==> config.mk <==
export PLATFORM = sky130hd
export DESIGN_NAME = multu
export DESIGN_NICKNAME = d
export VERILOG_FILES = /design/src/rtl/multu_pkg.sv /design/src/rtl/multu_step.sv /design/src/rtl/multu.sv
export SDC_FILE = /design/constraint.sdc
export NUM_CORES = 1
export LEC_CHECK = 0
export CAP_MARGIN = 20
export CORE_MARGIN = 5
export CORE_UTILIZATION = 55
export DETAILED_ROUTE_END_ITERATION = 8
export PLACE_DENSITY = 0.91
export SLEW_MARGIN = 20
export SYNTH_ARGS = -nofsm -noshare
export SYNTH_HDL_FRONTEND = slang
export SYNTH_SLANG_ARGS = --single-unit
==> constraint.sdc <==
create_clock -name clk -period 3.7 [get_ports clk]
set_clock_uncertainty 0.1 [all_clocks]
set_input_delay 0.74 -clock clk [delete_from_list [all_inputs] [get_ports clk]]
set_output_delay 0.74 -clock clk [all_outputs]
set_load 0.05 [all_outputs]
==> src/rtl/multu_pkg.sv <==
// -----------------------------------------------------------------------------
// multu_pkg
//   Shared definitions for the sequential unsigned multiplier (multu).
//
//   Contents:
//     multu_state_e        - FSM state encoding (MULTU_IDLE, MULTU_RUN)
//     MULTU_DEFAULT_WIDTH  - default operand width in bits
//     multu_cnt_w()        - width of the iteration counter, which must be
//                            able to hold the value WIDTH itself
//
//   Optional build macro: MULTU_EARLY_TERM_EN (used by multu.sv, not here).
// -----------------------------------------------------------------------------
package multu_pkg;

  typedef enum logic {
    MULTU_IDLE = 1'b0,
    MULTU_RUN  = 1'b1
  } multu_state_e;

  localparam int MULTU_DEFAULT_WIDTH = 32;

  // The counter is loaded with WIDTH and counts down to 0, so it needs
  // enough bits to represent WIDTH (not WIDTH-1).
  function automatic int multu_cnt_w(input int width);
    return $clog2(width + 1);
  endfunction

endpackage : multu_pkg

==> src/rtl/multu_step.sv <==
// -----------------------------------------------------------------------------
// multu_step
//   One radix-2 shift-add iteration of the multiplier, purely combinational.
//
//   The product register P holds {P_high, P_low}. P_low initially holds the
//   multiplier; its bit 0 selects whether the multiplicand M is added into
//   P_high. The add is formed at WIDTH+1 bits so the carry out of P_high is
//   kept, and the whole {carry, P_high, P_low} is then shifted right by one,
//   which drops the multiplier bit just consumed and moves the carry into
//   the top of P_high.
//
//   Parameters:
//     WIDTH   operand width in bits
//   Ports:
//     p       in   2*WIDTH  current product register {P_high, P_low}
//     m       in   WIDTH    multiplicand
//     p_next  out  2*WIDTH  product register after this iteration
// -----------------------------------------------------------------------------
module multu_step #(
  parameter int WIDTH = 32
) (
  input  logic [2*WIDTH-1:0] p,
  input  logic [WIDTH-1:0]   m,
  output logic [2*WIDTH-1:0] p_next
);

  logic [WIDTH:0] sum;  // {carry, new P_high}

  always_comb begin
    if (p[0]) begin
      sum = {1'b0, p[2*WIDTH-1:WIDTH]} + {1'b0, m};
    end else begin
      sum = {1'b0, p[2*WIDTH-1:WIDTH]};
    end
    // Right shift of {carry, P_high, P_low}: the carry lands in bit 2W-1
    // and P_low[0] (the consumed multiplier bit) falls off the bottom.
    p_next = {sum, p[WIDTH-1:1]};
  end

endmodule : multu_step

==> src/rtl/multu.sv <==
// -----------------------------------------------------------------------------
// multu
//   Sequential unsigned integer multiplier, radix-2 shift-add, one multiplier
//   bit per clock. Shares the start/busy handshake of the divu divider.
//
//   Handshake: start is sampled only on a rising clk edge where busy=0; such
//   an edge accepts a and b. busy is 1 from the next cycle while iterations
//   run. Completion raises done for exactly one cycle, in the same cycle busy
//   returns to 0, and z holds the product from then until the next
//   completion. start seen while busy=1 is ignored. Because busy is already
//   0 in the done cycle, a start in that cycle is accepted (back-to-back).
//
//   Parameters:
//     WIDTH      operand width in bits (even, >= 4)
//   Ports:
//     clk        in   1        rising-edge clock
//     resetn     in   1        asynchronous active-low reset
//     start      in   1        operation request
//     a          in   WIDTH    multiplicand (unsigned)
//     b          in   WIDTH    multiplier (unsigned)
//     z          out  2*WIDTH  registered product a*b
//     busy       out  1        iteration in progress
//     done       out  1        one-cycle completion pulse
//     fsm_state  out  enum     current FSM state, for observation/checkers
//
//   Build option:
//     MULTU_EARLY_TERM_EN  when defined, RUN ends as soon as the multiplier
//                          bits not yet consumed are all zero; the last
//                          cycle shifts P right by the remaining count so
//                          the product matches the full-length loop.
//                          Latency becomes max(1, msb_index(b)+1) cycles.
//
//   All outputs come straight from flops.
// -----------------------------------------------------------------------------
module multu
  import multu_pkg::*;
#(
  parameter int WIDTH = MULTU_DEFAULT_WIDTH
) (
  input  logic               clk,
  input  logic               resetn,
  input  logic               start,
  input  logic [WIDTH-1:0]   a,
  input  logic [WIDTH-1:0]   b,
  output logic [2*WIDTH-1:0] z,
  output logic               busy,
  output logic               done,
  output multu_state_e       fsm_state
);

  localparam int              CW       = multu_cnt_w(WIDTH);
  localparam logic [CW-1:0]   CNT_FULL = CW'(WIDTH);
  localparam logic [CW-1:0]   CNT_ONE  = CW'(1);

  multu_state_e       state_q, state_d;
  logic [WIDTH-1:0]   m_q, m_d;        // captured multiplicand
  logic [2*WIDTH-1:0] p_q, p_d;        // product register {P_high, P_low}
  logic [CW-1:0]      cnt_q, cnt_d;    // iterations still to run
  logic [2*WIDTH-1:0] z_q, z_d;
  logic               busy_q, busy_d;
  logic               done_q, done_d;

  logic [2*WIDTH-1:0] p_step;          // P after one shift-add
  logic [2*WIDTH-1:0] p_final;         // value written to z on the last cycle
  logic               last;            // this RUN cycle completes the operation

  multu_step #(
    .WIDTH (WIDTH)
  ) u_step (
    .p      (p_q),
    .m      (m_q),
    .p_next (p_step)
  );

`ifdef MULTU_EARLY_TERM_EN
  // After this cycle's step, cnt_q-1 multiplier bits remain unconsumed in
  // the low end of P_low. If they are all zero, every remaining iteration
  // would be a pure right shift, so those shifts are applied at once.
  // rem is meaningless in IDLE (cnt_q=0); last/p_final are only used in RUN.
  logic [CW-1:0]    rem;
  logic [WIDTH-1:0] rem_mask;

  always_comb begin
    rem      = cnt_q - CNT_ONE;
    rem_mask = ~({WIDTH{1'b1}} << rem);
    p_final  = p_step >> rem;
    last     = (cnt_q == CNT_ONE) || ((p_step[WIDTH-1:0] & rem_mask) == '0);
  end
`else
  always_comb begin
    p_final = p_step;
    last    = (cnt_q == CNT_ONE);
  end
`endif

  // Next-state and next-register logic.
  always_comb begin
    state_d = state_q;
    m_d     = m_q;
    p_d     = p_q;
    cnt_d   = cnt_q;
    z_d     = z_q;
    busy_d  = busy_q;
    done_d  = 1'b0;

    unique case (state_q)
      MULTU_IDLE: begin
        if (start) begin
          m_d     = a;
          p_d     = {{WIDTH{1'b0}}, b};
          cnt_d   = CNT_FULL;
          busy_d  = 1'b1;
          state_d = MULTU_RUN;
        end
      end

      MULTU_RUN: begin
        p_d   = p_step;
        cnt_d = cnt_q - CNT_ONE;
        if (last) begin
          z_d     = p_final;
          p_d     = p_final;
          cnt_d   = '0;
          done_d  = 1'b1;
          busy_d  = 1'b0;
          state_d = MULTU_IDLE;
        end
      end

      default: begin
        state_d = MULTU_IDLE;
        busy_d  = 1'b0;
      end
    endcase
  end

  // State and datapath registers; reset aborts any operation silently.
  always_ff @(posedge clk or negedge resetn) begin
    if (!resetn) begin
      state_q <= MULTU_IDLE;
      m_q     <= '0;
      p_q     <= '0;
      cnt_q   <= '0;
      z_q     <= '0;
      busy_q  <= 1'b0;
      done_q  <= 1'b0;
    end else begin
      state_q <= state_d;
      m_q     <= m_d;
      p_q     <= p_d;
      cnt_q   <= cnt_d;
      z_q     <= z_d;
      busy_q  <= busy_d;
      done_q  <= done_d;
    end
  end

  assign z         = z_q;
  assign busy      = busy_q;
  assign done      = done_q;
  assign fsm_state = state_q;

endmodule : multu

==> reports/metrics.csv <==
metric,value,unit
Setup TNS,0,ns
GPL Wtd Cong,0.899,
DP Area,10300,um^2
Reg-to-Reg Start,p_q[41],
post-synthesis instance area,8780,um^2
CP max stage delay,0.93,ns
vias in the first global route,7402,
clk_lat worst skew,0.43,ns
final hold violation count,0,
Initial Utilization,0.557,
number of synthesized flops with an enable pin,0,
worst min path class,in -> async,
Power Density,639,nW/um^2
first-pass GRT wire length,36.8,mm
cell family with most CP delay,buffers and inverters,
initial antenna violation count,0,
critical-path cell list,clkdlybuf4s50_1,
"most common cell after layout, fill and taps aside",nand2_1,
GR Util All Layers,0.250,
met3 WL,1.33,mm
post-DR vias/cell,5.80,
die height,136,um
H-Tree Depth,4,
share of synthesized registers carrying an async set or reset,1.00,
Sink Count,169,
register share of total power,0.369,
Clock power frac,0.247,
synth-to-layout area growth,23.5,%
worst slew pin tran,0.928,ns
syn_nets,994,
largest net degree at the start of global routing,84,
Nets,1104,
hold_ws,0.259,ns
Max Slew Vio Count,0,
cell count after synthesis,892,
Overflow after GRT,0,
Routed WL,22.4,mm
Yosys reg bits,169,
n_diodes,0,
Longest Clk Path Bufs,2,
min cycle time layout,2.96,ns
Startpoint Class,flip-flop,
router iterations before antenna repair,6,
Unique masters post-synth,62,
Root Driver,clkbuf_16,
Post-Layout Cell Count,1231,
Cells after DPL,1199,
CTS tree,yes,
Crit. Startpoint,fsm_state,
vias after detailed routing,7135,
CP endpoint kind,primary output,
full die area,18600,um^2
hold_buf cts,0,
Critical Path Fanout Max,40,
M1 WL,9.59,mm
Peak supply drop,352,uV
synth warn,0,
Comb power frac,0.384,
CP Buf/Inv Count,1,
Worst-path clk slew,0.07,ns
"Seq/Total Area, Yosys",0.482,
Net Sw Frac,0.380,
Crit path required time,2.86,ns
drt drc,0,
sw power,2.63,mW
CTS Buf Count,17,
"commonest cells after routing, fill and taps aside","nand2_1, dfrtp_1, clkdlybuf4s50_1",
FMAX,338,MHz
DR WL/cell,18.2,um
P_leak,5.20,nW
Top Metal Used,met4,
final period utilization,0.799,
count of input and output buffers,133,
ys flop type,dfrtp_1,
MaxCap Viol Count,0,
DIE WIDTH,136,um
Post-CTS Setup Bufs,0,
Worst path slowest cell,clkdlybuf4s50_1,
Final Setup Violations,0,
Pint,4.30,mW
slew margin rel.,0.379,
Synth Area per Inst,9.84,um^2
WS Path Type,reg -> out,
met2 wire length,10.8,mm
# resized after CTS,0,
Critical Path AT,2.12,ns
Ports,134,
RSZ-0062 raised after global routing,no,
FP Rows,46,
number of DRC markers in iteration 0,592,
Antenna Nets Post-Route,0,
share of layout cells above drive strength 1,0.116,
status,"finished, final reports clean",
Core Area,15800,um^2
dpl hpwl,15.2,mm
Post-Layout Inst Area,10800,um^2
worst reg2reg max path, delay by kind of cell (launching register included):
kind	cells	cell delay, ns
flip-flops	1	0.40
AO/OA/AOI/OAI	6	1.39
adder cells (fa/ha/maj)	1	0.46
AND/OR/NAND/NOR	1	0.19
multiplexers	1	0.28
logic make-up after synthesis:
| kind of cell | synth area share |
|---|---|
| buffers and inverters | 0.0294 |
| adders and majority gates | 0.0507 |
| DFF | 0.482 |
| muxes | 0.117 |
| AOI/OAI and AO/OA | 0.158 |
| and+or+nand+nor | 0.141 |
| xor gates and xnor gates | 0.0220 |
state kept, by name (all words and copies together), names as in the netlist:
name       flops
p_q           64
z             64
m_q           32
cnt_q          6
busy           1
done           1
fsm_state      1
cells in the mapped netlist, types with 3 or more instances:
cell type | number | area (um^2)
a21boi_0 | 4 | 30.0
buf_1 | 6 | 22.5
nor2b_1 | 3 | 18.8
o211ai_1 | 4 | 30.0
nand2_1 | 209 | 785
and3_1 | 9 | 56.3
o31ai_1 | 4 | 30.0
clkbuf_1 | 42 | 158
inv_1 | 8 | 30.0
o22ai_1 | 3 | 18.8
nand4_1 | 8 | 50.1
a21oi_1 | 38 | 190
ha_1 | 34 | 425
nand3_1 | 9 | 45.0
dfrtp_1 | 169 | 4230
nor3_1 | 3 | 15.0
nor2_1 | 37 | 139
nand2b_1 | 4 | 25.0
a22o_1 | 16 | 140
o21bai_1 | 3 | 22.5
xnor2_1 | 15 | 131
o21ai_0 | 72 | 360
mux2_2 | 55 | 619
a21o_1 | 25 | 188
a211oi_1 | 5 | 37.5
xor2_1 | 7 | 61.3
mux2i_1 | 41 | 410
a31oi_1 | 16 | 100
metrics by stage:
stage	setup slack, ns	util	total power [mW]
after global placement	0.890	0.651	5.02
after detailed placement	0.837	0.651	5.14
after CTS	0.726	0.687	6.91
final	0.745	0.687	6.93
after floorplan	1.13	-	4.49
after global routing	0.631	0.687	7.36
power by group through the flow:
stage | combinational [mW] | sequential [mW] | clock, mW
3_5_place_dp | 2.57 | 2.57 | 0
2_1_floorplan | 2.01 | 2.47 | 0
5_1_grt | 2.93 | 2.61 | 1.83
3_3_place_gp | 2.48 | 2.54 | 0
6_report | 2.66 | 2.56 | 1.71
4_1_cts | 2.62 | 2.55 | 1.74
metal layers:
metal	vias up	track usage
li1	3357	-
met2	277	0.411
met3	58	0.0477
met5	-	0
met1	3443	0.329
met4	0	0.0952
layout make-up:
class / instances / area (um^2)
clock buffers: 18 / 439
clock inverters: 14 / 128
fillers: 1202 / 4930
inverters: 10 / 37.5
multi-input cells: 660 / 4300
flip-flops and latches: 169 / 4230
well taps: 216 / 270
repair buffers: 144 / 1440
worst paths after layout:
path | to | slack, ns | cells past startpoint
min in group clk | z[2] | 0.37 | 2
hold / removal | m_q[7] | 0.26 | 1
setup reg to reg | z[60] | 0.75 | 9
hold reg to reg | z[2] | 0.37 | 2
setup / recovery | fsm_state | 0.74 | 1
max in group asynchronous | p_q[17] | 2.54 | 2
Note: power is estimated with default switching activity, not from simulation.
